[src/rtl/xvk_fifo.sv]
// xvk_fifo: single-clock first-word-fall-through FIFO.
// The head entry is kept in a registered output stage, so dout is valid
// whenever empty is low. The storage array can be read synchronously,
// which suits block RAM. Flags are decoded from the registered occupancy count.
module xvk_fifo #(
    parameter int    WIDTH     = 8,
    parameter int    DEPTH     = 16,
    parameter int    PROG_FULL = DEPTH / 2,
    parameter string RAM_TYPE  = "BLOCK"
) (
    input  logic             clk,
    input  logic             rst,
    input  logic             wr_en,
    input  logic             rd_en,
    input  logic [WIDTH-1:0] din,
    output logic             full,
    output logic             empty,
    output logic             last,
    output logic             prog_full,
    output logic [WIDTH-1:0] dout
);

    localparam int AW = $clog2(DEPTH);
    localparam int CW = AW + 1;
    localparam logic [CW-1:0] DEPTH_C = CW'(DEPTH);
    localparam logic [CW-1:0] PFULL_C = CW'(PROG_FULL);
    localparam logic [CW-1:0] ONE_C   = CW'(1);
    localparam logic [AW-1:0] PINC_C  = AW'(1);

    logic [CW-1:0]    count_q, count_d;
    logic [AW-1:0]    wp_q, wp_d;
    logic [AW-1:0]    rp_q, rp_d;
    logic [WIDTH-1:0] dout_q, dout_d;
    logic [WIDTH-1:0] rd_word;
    logic             wr_acc, rd_acc;
    logic             bypass;

    // Flags come from registered state only.
    assign empty     = (count_q == '0);
    assign full      = (count_q == DEPTH_C);
    assign last      = (count_q == ONE_C);
    assign prog_full = (count_q >= PFULL_C);
    assign dout      = dout_q;

    // Storage array. The read address is the post-update head pointer, so
    // the word lands in the output register on the same edge the pointer moves.
    generate
        if (RAM_TYPE == "DISTRIBUTED") begin : g_dist
            (* ram_style = "distributed" *) logic [WIDTH-1:0] mem [DEPTH];
            // Write port.
            always_ff @(posedge clk) begin
                if (wr_acc) mem[wp_q] <= din;
            end
            assign rd_word = mem[rp_d];
        end else if (RAM_TYPE == "REGISTER") begin : g_reg
            (* ram_style = "registers" *) logic [WIDTH-1:0] mem [DEPTH];
            // Write port.
            always_ff @(posedge clk) begin
                if (wr_acc) mem[wp_q] <= din;
            end
            assign rd_word = mem[rp_d];
        end else begin : g_block
            (* ram_style = "block" *) logic [WIDTH-1:0] mem [DEPTH];
            // Write port.
            always_ff @(posedge clk) begin
                if (wr_acc) mem[wp_q] <= din;
            end
            assign rd_word = mem[rp_d];
        end
    endgenerate

    // Next-state for pointers, count and the head (output) register.
    always_comb begin
        wr_acc  = wr_en && !full;
        rd_acc  = rd_en && !empty;
        wp_d    = wp_q;
        rp_d    = rp_q;
        count_d = count_q;
        dout_d  = dout_q;
        if (wr_acc) wp_d = wp_q + PINC_C;
        if (rd_acc) rp_d = rp_q + PINC_C;
        if (wr_acc && !rd_acc) count_d = count_q + ONE_C;
        if (rd_acc && !wr_acc) count_d = count_q - ONE_C;
        // The incoming word becomes the head when nothing else remains:
        // writing into an empty FIFO, or replacing the sole entry.
        bypass = wr_acc && (empty || (last && rd_acc));
        if (bypass) begin
            dout_d = din;
        end else if (count_d != '0) begin
            dout_d = rd_word;
        end
    end

    // State registers; reset clears control state and the visible head.
    always_ff @(posedge clk) begin
        if (rst) begin
            count_q <= '0;
            wp_q    <= '0;
            rp_q    <= '0;
            dout_q  <= '0;
        end else begin
            count_q <= count_d;
            wp_q    <= wp_d;
            rp_q    <= rp_d;
            dout_q  <= dout_d;
        end
    end

endmodule

[config.mk]
export PLATFORM = sky130hd
export DESIGN_NAME = xvk_fifo
export DESIGN_NICKNAME = d
export VERILOG_FILES = /design/src/rtl/xvk_fifo.sv
export SDC_FILE = /design/constraint.sdc
export NUM_CORES = 1
export LEC_CHECK = 0
export BUFFER_PORTS_ARGS = -buffer_cell sky130_fd_sc_hd__buf_2
export CORE_UTILIZATION = 40
export CTS_CLUSTER_DIAMETER = 120
export CTS_CLUSTER_SIZE = 10
export DETAILED_ROUTE_END_ITERATION = 10
export PLACE_DENSITY = 0.52
export SLEW_MARGIN = 20
export SYNTH_ARGS = -nofsm -noshare
export SYNTH_HDL_FRONTEND = slang
export SYNTH_SLANG_ARGS = --single-unit
[constraint.sdc]
create_clock -name clk -period 7 [get_ports clk]
set_input_delay 0.35 -clock clk [delete_from_list [all_inputs] [get_ports clk]]
set_output_delay 0.35 -clock clk [all_outputs]
set_load 0.01 [all_outputs]
==> After elaboration in Yosys (flattened, before gate mapping) <==
Memory sizes are Yosys's and may differ from the RTL's.
Cells that the tools add are included.
{ "word_totals": {"regBits": 21, "ram_bits": 128, "inputBits": 12, "out_inout_bits": 12, "mem_count": 1} }
{ "op_classes": {"add_sub_neg": 4, "n_lt_le_gt_ge": 1, "n_eq_ne": 2, "mux": 7, "reduce_logical": 14} }
{ "mem_list": {"columns": ["memory", "words", "width", "rd", "rd_clocked_by_memory_dff", "write_ports", "line", "rtl"], "rows": [
  ["g_block.mem", 16, 8, 1, 0, 1, "63", "(* ram_style = \"block\" *) logic [WIDTH-1:0] mem [DEPTH];"]
]} }
{ "op_table": {"columns": ["cell", "count"], "rows": [
  ["8-bit two-way mux", 2],
  ["5-bit two-way mux", 2],
  ["4-bit by 1-bit adder with 4-bit output (second input constant)", 2],
  ["1-bit logical AND", 6],
  ["5-bit by 1-bit adder with 5-bit output (second input constant)", 1],
  ["5-bit by 1-bit == test with 1-bit output (second input constant)", 1],
  ["5-bit == test (second input constant)", 1],
  ["5-bit by 4-bit >= comparator with 1-bit output (second input constant)", 1],
  ["5-bit zero test", 1],
  ["5-bit nonzero test", 1],
  ["5-bit by 1-bit subtractor with 5-bit output (second input constant)", 1],
  ["1-bit zero test", 4],
  ["4-bit two-way mux", 1],
  ["1-bit two-way mux", 2],
  ["2-bit nonzero test", 1],
  ["1-bit logical OR", 1]
]} }

==> Logic depth before layout (Yosys ltp) <==
Gate-level depths: netlist (run 1).
{ "depth": {"ltp_word": 10, "depth_mapped": 12} }

==> Worst setup path after synthesis (run 1) <==
OpenSTA, ideal clock, no wires.
{ "synth_timing": {"path_kind": "register -> register", "startpoint": "register count_q[0]", "endpoint": "register dout_q[6] (netlist: dout[6])", "arrival_ns": 2.518, "path_slack_ns": 4.405, "path_stages_with_launch": 12, "period_less_slack_ns": 2.595, "path_cell_list": "dfxtp_1 inv_1 ha_1 or4b_4 inv_4 or3_1 buf_4 nand2_1 buf_2 a211oi_1 or4_1 a41oi_2"} }
{ "synth_via": {"elab_chain_len": 9, "word_cells_on_any_way": 24} }
{ "synth_rtl": {"columns": ["item", "line", "rtl"], "rows": [
  ["start, declared", "30", "logic [CW-1:0] count_q, count_d;"],
  ["start signal, assigned", "102", "count_q <= count_d;"],
  ["branches (longest 9 deep; another with memory 16 x 8 bit)", null, null],
  ["end signal, assigned", "105", "dout_q <= dout_d;"],
  ["end, declared", "33", "logic [WIDTH-1:0] dout_q, dout_d;"]
]} }
Parallel ways; which one is timed is not known. The select of a mux whose other input is x is not followed.
A chain may end at the register's enable or synchronous reset.

==> Worst setup path in the final report (run 1) <==
{ "layout_timing": {"startpoint": "register count_q[0]", "endpoint": "register dout_q[7] (netlist: dout[7])"} }
Same word-level chain as after synthesis.

==> results of run 1 <==
## logic make-up after synthesis
group / share of synthesized area, %
AO/OA/AOI/OAI: 17.37
buffers and inverters: 3.709
XOR/XNOR: 0.8823
adder cells (fa/ha/maj): 1.620
flip-flops: 61.36
multiplexers: 0.1440
AND/OR/NAND/NOR: 14.91
## power by group through the flow
stage	registers [W]	logic, W	clock network, W
CTS	0.00106	0.00101	0.000923
floorplan	0.00106	0.000758	0
finish	0.00106	0.00102	0.000908
global placement	0.00108	0.00100	0
global route	0.00106	0.00111	0.000958
detailed placement	0.00108	0.00100	0
## worst max path at each step
| stage | startpoint | cells after the start | to |
|---|---|---|---|
| after detailed placement | count_q[0]$_SDFF_PP0_ | 10 | dout[0]$_SDFFE_PP0P_ |
| final | count_q[0]$_SDFF_PP0_ | 10 | dout[7]$_SDFFE_PP0P_ |
| after CTS | count_q[0]$_SDFF_PP0_ | 10 | dout[0]$_SDFFE_PP0P_ |
| after floorplan | count_q[0]$_SDFF_PP0_ | 11 | dout[6]$_SDFFE_PP0P_ |
| after global placement | count_q[0]$_SDFF_PP0_ | 10 | dout[4]$_SDFFE_PP0P_ |
| after global routing | count_q[0]$_SDFF_PP0_ | 10 | dout[0]$_SDFFE_PP0P_ |
## layout make-up
class / instances / area, µm²
Fill cell: 1521 / 8971
Clock inverter: 15 / 160.2
Sequential cell: 149 / 4264
Timing Repair Buffer: 32 / 186.4
Inverter: 10 / 40.04
Clock buffer: 17 / 425.4
Multi-Input combinational cell: 364 / 2437
Tap cell: 220 / 275.3
## sequential cells by signal, summed over array words and instances (netlist names)
name / count
count_q: 5
dout: 8
g_block.mem: 128
rp_q: 4
wp_q: 4
## cells in the final DEF (no fill, tap or decap), types with 3 or more instances in the layout
| master | instances |
|---|---|
| a211o_1 | 13 |
| a211oi_1 | 30 |
| a21boi_0 | 4 |
| a21oi_1 | 17 |
| a22oi_1 | 5 |
| a311oi_1 | 7 |
| a31oi_1 | 12 |
| a32oi_1 | 4 |
| a41oi_1 | 3 |
| and2_1 | 8 |
| and3_1 | 38 |
| buf_2 | 23 |
| buf_4 | 8 |
| clkbuf_16 | 17 |
| dfxtp_1 | 21 |
| edfxtp_1 | 128 |
| ha_1 | 9 |
| inv_1 | 8 |
| inv_6 | 5 |
| inv_8 | 5 |
| nand2_1 | 31 |
| nand2b_1 | 26 |
| nand3_1 | 24 |
| nand4_1 | 3 |
| nor2_1 | 29 |
| nor3_1 | 9 |
| o21ai_0 | 18 |
| o221ai_1 | 3 |
| o31ai_1 | 10 |
| o32ai_1 | 4 |
| o41ai_1 | 6 |
| or3_1 | 3 |
| or4_1 | 6 |
| xnor2_1 | 3 |
| xor2_1 | 4 |
## metal layers
metal	share of wire, %	vias up	global-route usage, %	wire (µm)
met5	0	-	0	0
met2	46	154	34.80	8608
met4	1.8	0	7.828	339
met3	6.5	27	5.253	1207
met1	45	2415	29.19	8375
li1	-	2240	-	-
## stage by stage
| step | worst slack (ps) | total power, W | instance area (µm²) | instances |
|---|---|---|---|---|
| 2_1_floorplan | 4405 | 0.001820 | 6949 | 568 |
| 3_3_place_gp | 3111 | 0.002076 | 7189 | 774 |
| 3_5_place_dp | 2998 | 0.002082 | 7189 | 774 |
| 4_1_cts | 2980 | 0.002990 | 7775 | 806 |
| 5_1_grt | 3067 | 0.003133 | 7789 | 807 |
| 6_report | 3296 | 0.002988 | 7789 | 807 |
==> results.py, run 1 <==
metrics = {
    "timing": {
        "setup_viol": 0,
        "tightestPinTransition_ps": 1051,
        "holdWs_ps": 272.4,
        "hold_viol": 0,
        "timing.slew.headroom_pct": 29.70,
        "max_freq_mhz": 270.0,
        "rsz0062_at_grt": "no",
        "slew_violations": 0,
        "fin_skew_ps": 9.108,
        "period_needed_ps": 3704,
        "fin_setup_tns_ps": 0,
        "period_share_pct": 52.92,
    },
    "clock_network": {
        "cts_tree": "done",
        "cts_setup_buffers": 0,
        "cts_buffer_depth": 2,
        "path_clk_slew_ps": 70,
        "cts.repair.resized": 0,
        "cts_hold_buf": 0,
        "clk_latency_ps": 430,
        "cts_made_buffers": 17,
        "root_buffer": "clkbuf_16",
        "htree_levels": 4,
        "clkSinkCount": 149,
    },
    "placement": {
        "place_congestion": 0.7972,
        "io_buffer_count": 23,
        "hpwl_mm": 12.10,
    },
    "synthesis": {
        "yosysMostFrequentCell": "edfxtp_1",
        "ys_top_cells_by_count": "128 x edfxtp_1, 38 x and3_1, 32 x nand2_1",
        "syn_inst": 568,
        "synth_enable_flop_cells": 128,
        "synth.distinct_cells": 66,
        "synth_ff_type": "edfxtp_1",
        "ys_seq_elements": 149,
        "async_flop_share_pct": 0,
        "yosys.area.top_type": "edfxtp_1",
        "ys.warnings.count": 0,
        "synth_area_leaders": "edfxtp_1 55%, dfxtp_1 6.0%, and3_1 3.4%",
        "synth_area_per_cell_um2": 12.23,
        "syn_nets": 589,
        "yosys.area.top_type_share_pct": 55.31,
        "syn_area_mm2": 0.006949,
        "ys_seq_area_share_pct": 61.36,
    },
    "pwr": {
        "p_switching_w": 0.001126,
        "internal_power_w": 0.001862,
        "seqPwrFrac_pct": 35.4,
        "p_leak_nw": 2.630,
        "vdd.ir_drop.worst_mv": 0.2146,
        "combPwrFrac_pct": 34.2,
        "p_clk_share_pct": 30.4,
        "p_per_area_mw_per_mm2": 383.6,
        "swShare_pct": 37.68,
    },
    "routing": {
        "first_iter_violations": 390,
        "routed_wl_mm": 18.53,
        "detail_route.wl_per_cell_um": 22.96,
        "ant_nets": 0,
        "dr.pass1.iters": 5,
        "post-route-drc-count": 0,
        "vias": 4836,
        "via_per_inst": 5.993,
    },
    "finish": {
        "fin_nets": 595,
        "post-route-util_pct": 46.47,
        "layout-drive-gt1-share_pct": 13.97,
        "num_antenna_cells": 0,
        "areaGrowthSynthToFinish_pct": 12.08,
    },
    "floorplanning": {
        "coreArea_mm2": 0.01676,
        "io_pins": 24,
        "die_w_um": 133.8,
        "dieArea_mm2": 0.01790,
        "die_h_um": 133.8,
        "start_util_pct": 41.46,
        "rows": 47,
    },
    "setup_path": {
        "crit_type": "flop to flop",
        "end_kind": "flop",
        "rrSetupSlack_ps": 3300,
        "r2r-end": "dout[7]$_SDFFE_PP0P_",
        "max_stage_delay_ps": 650,
        "rr_startpoint": "count_q[0]$_SDFF_PP0_",
        "rr_worst_depth": 10,
        "path_max_fanout": 61,
        "worstPathArrival_ps": 4000,
        "crit_chain": "inv_1 > ha_1 > or4b_4 > inv_4 > or3_1 > buf_4 > nand2_2 > a211o_1 > a41oi_1 > o32ai_1",
        "slowest_stage": "or4b_4",
        "critPathLaunchType": "flop",
        "required_ps": 7290,
        "crit_buf_inv": 3,
        "cp_top_family": "simple AND/OR/NAND/NOR gates",
    },
    "global_route": {
        "grt.overflow.total": 0,
        "grt_pass1_vias": 4629,
        "grt_pass1_wl_mm": 28.19,
        "antenna_found_initial": 0,
        "grt_usage_pct": 21.89,
        "grt_max_degree": 62,
    },
    "outcome": {
        "status": "completed",
    },
    "min_path": {
        "hold_class": "input port to flop",
        "min_delay_path_depth": 2,
        "min_to": "count_q[0]$_SDFF_PP0_",
        "hold_start": "rst",
    },
    "job": {
        "max_cap_viol_count": 0,
    },
}
Power figures use the tool's default switching activity.
==> inputs of run 2 (changes only) <==
--- a/config.mk
+++ b/config.mk
@@ -5,12 +5,13 @@
 export SDC_FILE = /design/constraint.sdc
 export NUM_CORES = 1
 export LEC_CHECK = 0
+export ABC_AREA = 1
 export BUFFER_PORTS_ARGS = -buffer_cell sky130_fd_sc_hd__buf_2
 export CORE_UTILIZATION = 40
 export CTS_CLUSTER_DIAMETER = 120
 export CTS_CLUSTER_SIZE = 10
 export DETAILED_ROUTE_END_ITERATION = 10
-export PLACE_DENSITY = 0.52
+export PLACE_DENSITY = 0.55
 export SLEW_MARGIN = 20
 export SYNTH_ARGS = -nofsm -noshare
 export SYNTH_HDL_FRONTEND = slang
==> constraint.sdc (replaced) <==
create_clock -name clk -period 3.3 [get_ports clk]
set_input_delay 0.165 -clock clk [delete_from_list [all_inputs] [get_ports clk]]
set_output_delay 0.165 -clock clk [all_outputs]
set_load 0.01 [all_outputs]
==> run 2 against run 1 <==
Net effect:
- hold slack lost 200 ps
- critical path type unchanged
- first-iteration DRC count grew 12%
- highest routed layer unchanged
- largest power group is now combinational cells
- sequential power grew 110%
- register-to-register slack lost 2700 ps
==> results.py, run 2 <==
metrics = {
    "clock_network": {
        "cts_hold_buf": 0,
        "cts_buffer_depth": 2,
        "htree_levels": 4,
        "cts_tree": "done",
        "cts.repair.resized": 0,
        "cts_made_buffers": 17,
        "clkSinkCount": 149,
        "clk_latency_ps": 420,
        "cts_setup_buffers": 0,
        "path_clk_slew_ps": 60,
        "root_buffer": "clkbuf_16",
    },
    "synthesis": {
        "synth_ff_type": "edfxtp_1",
        "synth_enable_flop_cells": 128,
        "ys_seq_area_share_pct": 62.09,
        "synth_area_leaders": "edfxtp_1 56%, nand2_1 10%, nand3_1 9.6%",
        "yosys.area.top_type": "edfxtp_1",
        "synth.distinct_cells": 34,
        "yosysMostFrequentCell": "nand2_1",
        "syn_inst": 684,
        "yosys.area.top_type_share_pct": 55.97,
        "synth_area_per_cell_um2": 10.04,
        "syn_area_mm2": 0.006868,
        "async_flop_share_pct": 0,
        "ys_top_cells_by_count": "185 x nand2_1, 132 x nand3_1, 128 x edfxtp_1",
        "syn_nets": 705,
        "ys_seq_elements": 149,
        "ys.warnings.count": 0,
    },
    "floorplanning": {
        "io_pins": 24,
        "dieArea_mm2": 0.01770,
        "die_h_um": 133.0,
        "rows": 47,
        "start_util_pct": 41.12,
        "die_w_um": 133.0,
        "coreArea_mm2": 0.01670,
    },
    "timing": {
        "hold_viol": 0,
        "period_needed_ps": 2666,
        "slew_violations": 0,
        "fin_setup_tns_ps": 0,
        "rsz0062_at_grt": "no",
        "period_share_pct": 80.80,
        "setup_viol": 0,
        "tightestPinTransition_ps": 903.8,
        "timing.slew.headroom_pct": 39.52,
        "fin_skew_ps": 4.273,
        "max_freq_mhz": 375.0,
    },
    "job": {
        "max_cap_viol_count": 0,
    },
    "routing": {
        "first_iter_violations": 435,
        "detail_route.wl_per_cell_um": 18.53,
        "post-route-drc-count": 0,
        "routed_wl_mm": 17.36,
        "vias": 4821,
        "dr.pass1.iters": 5,
        "via_per_inst": 5.145,
        "ant_nets": 0,
    },
    "finish": {
        "regMostFlops": "g_block.mem",
        "multi_input_area_mm2": 0.002133,
        "final-seq-area_mm2": 0.004264,
        "num_antenna_cells": 0,
        "fin_nets": 725,
        "largest_register_ffs": 128,
        "post-route-util_pct": 46.84,
        "final_common_cell": "nand2_1",
        "fill_cells": 1603,
        "layoutNonFillerInstCount": 937,
        "layout-drive-gt1-share_pct": 12.27,
        "mostFrequentLayoutCells": "185 x nand2_1, 132 x nand3_1, 128 x edfxtp_1",
        "areaGrowthSynthToFinish_pct": 13.90,
        "final_area_mm2": 0.007823,
    },
    "pwr": {
        "swShare_pct": 40.59,
        "p_per_area_mw_per_mm2": 976.2,
        "p_leak_nw": 3.218,
        "p_switching_w": 0.003099,
        "internal_power_w": 0.004537,
        "vdd.ir_drop.worst_mv": 0.5066,
        "seqPwrFrac_pct": 29.5,
        "combPwrFrac_pct": 41.9,
        "p_clk_share_pct": 28.6,
    },
    "setup_path": {
        "crit_chain": "inv_1 > ha_1 > nand3_4 > nand3_2 > buf_4 > nor2_4 > xor2_2 > inv_2 > nand3_1 > nand2_1 > nand2_1 > a21oi_2",
        "max_stage_delay_ps": 480,
        "crit_type": "flop to flop",
        "slowest_stage": "xor2_2",
        "crit_buf_inv": 3,
        "end_kind": "flop",
        "crit_path_frequent_cell": "nand2_1",
        "path_max_fanout": 35,
        "required_ps": 3610,
        "cp_top_family": "simple AND/OR/NAND/NOR gates",
        "worstPathArrival_ps": 2980,
        "critPathLaunchType": "flop",
    },
    "global_route": {
        "grt_pass1_vias": 4697,
        "grt_pass1_wl_mm": 27.15,
        "grt.overflow.total": 0,
        "grt_max_degree": 55,
        "antenna_found_initial": 0,
        "grt_usage_pct": 20.88,
    },
    "placement": {
        "hpwl_mm": 10.82,
        "place_congestion": 0.8129,
        "io_buffer_count": 23,
        "dpl_cell_area_mm2": 0.007162,
        "placed_cells": 905,
    },
    "outcome": {
        "status": "completed",
    },
    "min_path": {
        "hold_class": "input port to flop",
    },
}
## run 2: changes by cell type after synthesis, moves of 10 or more
cell,before,now
nand2_1,32,185
nand3_1,24,132
inv_1,8,75
and3_1,38,0
a211oi_1,30,0
nand2b_1,26,0
clkbuf_1,24,6
o21ai_0,18,4
a211o_1,13,0
nand3b_1,1,14
a31oi_1,12,1
o31ai_1,10,0
## run 2: area by class of cell
cell class,count,area share (%)
sequential,149,54.51
multi-input combinational,426,27.27
timing repair buffer,31,2.399
inverter,79,3.855
clock buffer,18,5.486
tap,220,3.519
clock inverter,14,2.959
## run 2: cells by family (layout without fill, tap and decap cells)
family	count (synthesis)	after routing	share of synthesized area [%]
simple gates	375	375	25.21
compound gates	39	39	3.717
buf+inv	109	142	6.850
fa+ha+maj	9	9	1.640
xor+xnor	3	3	0.4920
flops	149	149	62.09
## run 2: power by group through the flow
stage	Sequential, W	Clock, W	Combinational, W
2_1_floorplan	0.00229	0	0.00227
3_3_place_gp	0.00229	0	0.00315
3_5_place_dp	0.00229	0	0.00318
4_1_cts	0.00225	0.00219	0.00320
5_1_grt	0.00227	0.00228	0.00355
6_report	0.00225	0.00218	0.00320
## run 2: worst paths after layout
check / from / cells after the start / slack [ps] / end
hold reg to reg: dout[0]$_SDFFE_PP0P_ / 2 / 480 / dout[0]$_SDFFE_PP0P_
setup reg to reg: count_q[0]$_SDFF_PP0_ / 12 / 630 / dout[7]$_SDFFE_PP0P_
hold / removal: rst / 2 / 70 / rp_q[2]$_SDFF_PP0_
setup / recovery: count_q[0]$_SDFF_PP0_ / 12 / 630 / dout[7]$_SDFFE_PP0P_
## run 2: per-layer routing
metal  track usage [%]  up-vias  share of wire [%]
met3             3.985       26                4.8
met5                 0        -                  0
met2             32.40      124                 46
li1                  -     2343                  -
met1             28.60     2328                 47
met4             8.876        0                2.3
## run 2: metrics by stage
step / worst slack, ps / hold slack [ps] / power, W
global placement: 711.2 / 473.0 / 0.005444
detailed placement: 658.3 / 473.1 / 0.005475
finish: 633.6 / 68.06 / 0.007637
CTS: 635.3 / 61.14 / 0.007648
floorplan: 1309 / 234.1 / 0.004563
global route: 414.5 / 76.80 / 0.008097
==> inputs of run 3 (changes only) <==
==> constraint.sdc (replaced) <==
create_clock -name clk -period 2.15 [get_ports clk]
set_input_delay 0.1075 -clock clk [delete_from_list [all_inputs] [get_ports clk]]
set_output_delay 0.1075 -clock clk [all_outputs]
set_load 0.01 [all_outputs]
==> run 3 against run 2 <==
Net effect:
- sequential share of layout area down 3.4 points
- register-to-register slack got worse by 570 ps
- clock power increased by 30%
- hold slack got worse by 32 ps
- first-iteration DRC count increased by 34%
- non-clock buffer count grew 37
- fmax grew 28%
- via count up 5.8%
- global-route usage fell by 0.34 points
- die area unchanged
- critical endpoint is now dout[6]$_SDFFE_PP0P_
- highest routed layer unchanged
- critical path depth grew 3
- power up 62%
==> results.py, run 3 (synthesis results as in run 2) <==
metrics = {
    "timing": {
        "slew_violations": 0,
        "holdWs_ps": 36.20,
        "period_needed_ps": 2086,
        "timing.slew.headroom_pct": 71.94,
        "setup_viol": 0,
        "period_share_pct": 97.04,
        "tightestPinTransition_ps": 420.9,
        "hold_viol": 0,
        "fin_skew_ps": 10.85,
        "max_freq_mhz": 479.3,
    },
    "finish": {
        "layout-drive-gt1-share_pct": 18.28,
        "areaGrowthSynthToFinish_pct": 21.59,
        "final_common_cell": "nand2_1",
        "regMostFlops": "g_block.mem",
        "num_antenna_cells": 0,
        "mostFrequentLayoutCells": "182 x nand2_1, 129 x nand3_1, 128 x edfxtp_1",
        "layoutNonFillerInstCount": 975,
        "fin_nets": 763,
        "largest_register_ffs": 128,
    },
    "floorplanning": {
        "rows": 47,
        "coreArea_mm2": 0.01670,
        "dieArea_mm2": 0.01770,
        "io_pins": 24,
        "die_h_um": 133.0,
        "start_util_pct": 41.12,
        "die_w_um": 133.0,
    },
    "clock_network": {
        "root_buffer": "clkbuf_16",
        "path_clk_slew_ps": 60,
        "clk_latency_ps": 430,
        "cts_tree": "done",
        "cts_made_buffers": 17,
        "clkSinkCount": 149,
        "htree_levels": 4,
        "cts_buffer_depth": 2,
    },
    "placement": {
        "placed_cells": 931,
        "io_buffer_count": 23,
        "hpwl_mm": 10.95,
        "place_congestion": 0.8365,
    },
    "setup_path": {
        "end_kind": "flop",
        "cp_top_family": "simple AND/OR/NAND/NOR gates",
        "crit_type": "flop to flop",
        "max_stage_delay_ps": 340,
        "critPathLaunchType": "flop",
        "required_ps": 2510,
        "crit_path_frequent_cell": "nand2_1",
        "slowest_stage": "dfxtp_1",
        "path_max_fanout": 7,
        "crit_buf_inv": 4,
        "worstPathArrival_ps": 2450,
        "crit_chain": "inv_1 > ha_4 > nand3_4 > nand2_8 > buf_4 > nand3_1 > nand2_1 > nand2_1 > nand2_1 > nor2_4 > nand3_4 > buf_4 > nand2_1 > inv_1 > a21oi_2",
    },
    "global_route": {
        "grt_usage_pct": 20.54,
        "grt_max_degree": 55,
        "grt.overflow.total": 0,
        "grt_pass1_wl_mm": 26.88,
        "antenna_found_initial": 0,
        "grt_pass1_vias": 4758,
    },
    "routing": {
        "ant_nets": 0,
        "dr.pass1.iters": 5,
        "vias": 5099,
        "first_iter_violations": 583,
        "via_per_inst": 5.230,
        "post-route-drc-count": 0,
        "detail_route.wl_per_cell_um": 18.60,
        "routed_wl_mm": 18.14,
    },
    "outcome": {
        "status": "completed",
    },
    "pwr": {
        "p_leak_nw": 3.460,
        "p_per_area_mw_per_mm2": 1484,
        "vdd.ir_drop.worst_mv": 0.6303,
    },
    "min_path": {
        "hold_class": "input port to flop",
    },
    "job": {
        "max_cap_viol_count": 0,
    },
}
==> run 3: changes by cell type in the layout (fill, tap and decap cells not counted), sizes merged <==
cell / change
buf: +31
bufinv: -4
clkbuf: +7
clkinv: -2
clkinvlp: +5
nand3: +1
==> run 3: timing repair <==
item / CTS / global route
setup endpoints to repair: 2 / 8
setup buffers: 0 / 5
gates resized for setup: 1 / 25
gates cloned: 0 / 7
pin swaps: 0 / 4
hold buffers: 0 / 0
==> run 3: per-stage QoR <==
stage	util, %	power (W)	TNS, ps	setup WS, ps	area [µm²]
after floorplan	-	0.007003	0	159.4	6868
after global routing	50.00	0.01313	-48.31	-40.68	8351
after CTS	48.01	0.01156	0	10.32	8019
final	50.00	0.01239	0	63.72	8351
after detailed placement	44.58	0.008677	0	8.910	7445
after global placement	44.58	0.008623	0	61.62	7445
==> run 3: path summary, 6_finish.rpt <==
check / start / to / slack, ps / cells after the start
max: count_q[1]$_SDFF_PP0_ / dout[6]$_SDFFE_PP0P_ / 60 / 15
min: rst / rp_q[1]$_SDFF_PP0_ / 40 / 2
max reg2reg: count_q[1]$_SDFF_PP0_ / dout[6]$_SDFFE_PP0P_ / 60 / 15
min reg2reg: dout[3]$_SDFFE_PP0P_ / dout[3]$_SDFFE_PP0P_ / 490 / 2
==> run 3: layout make-up <==
cell class / count / area, µm²
sequential: 149 / 4264
tap: 220 / 275.3
timing repair buffer: 68 / 689.4
clock buffer: 19 / 432.9
fill: 1544 / 8351
multi-input combinational: 427 / 2251
clock inverter: 13 / 133.9
inverter: 79 / 304.0
==> run 3: per-layer routing <==
layer / global-route usage (%) / wire length, µm
met2: 32.49 / 8680
met3: 4.291 / 1070
met1: 27.96 / 8162
met5: 0 / 0
met4: 7.216 / 225
==> run 3: power by group <==
part | internal [W] | switching (W) | leakage, nW | total, W
clock | 0.00170 | 0.00114 | 0.259 | 0.00284
combinational | 0.00228 | 0.00383 | 1.87 | 0.00611
sequential | 0.00333 | 0.000114 | 1.33 | 0.00345
total | 0.00731 | 0.00508 | 3.46 | 0.0124
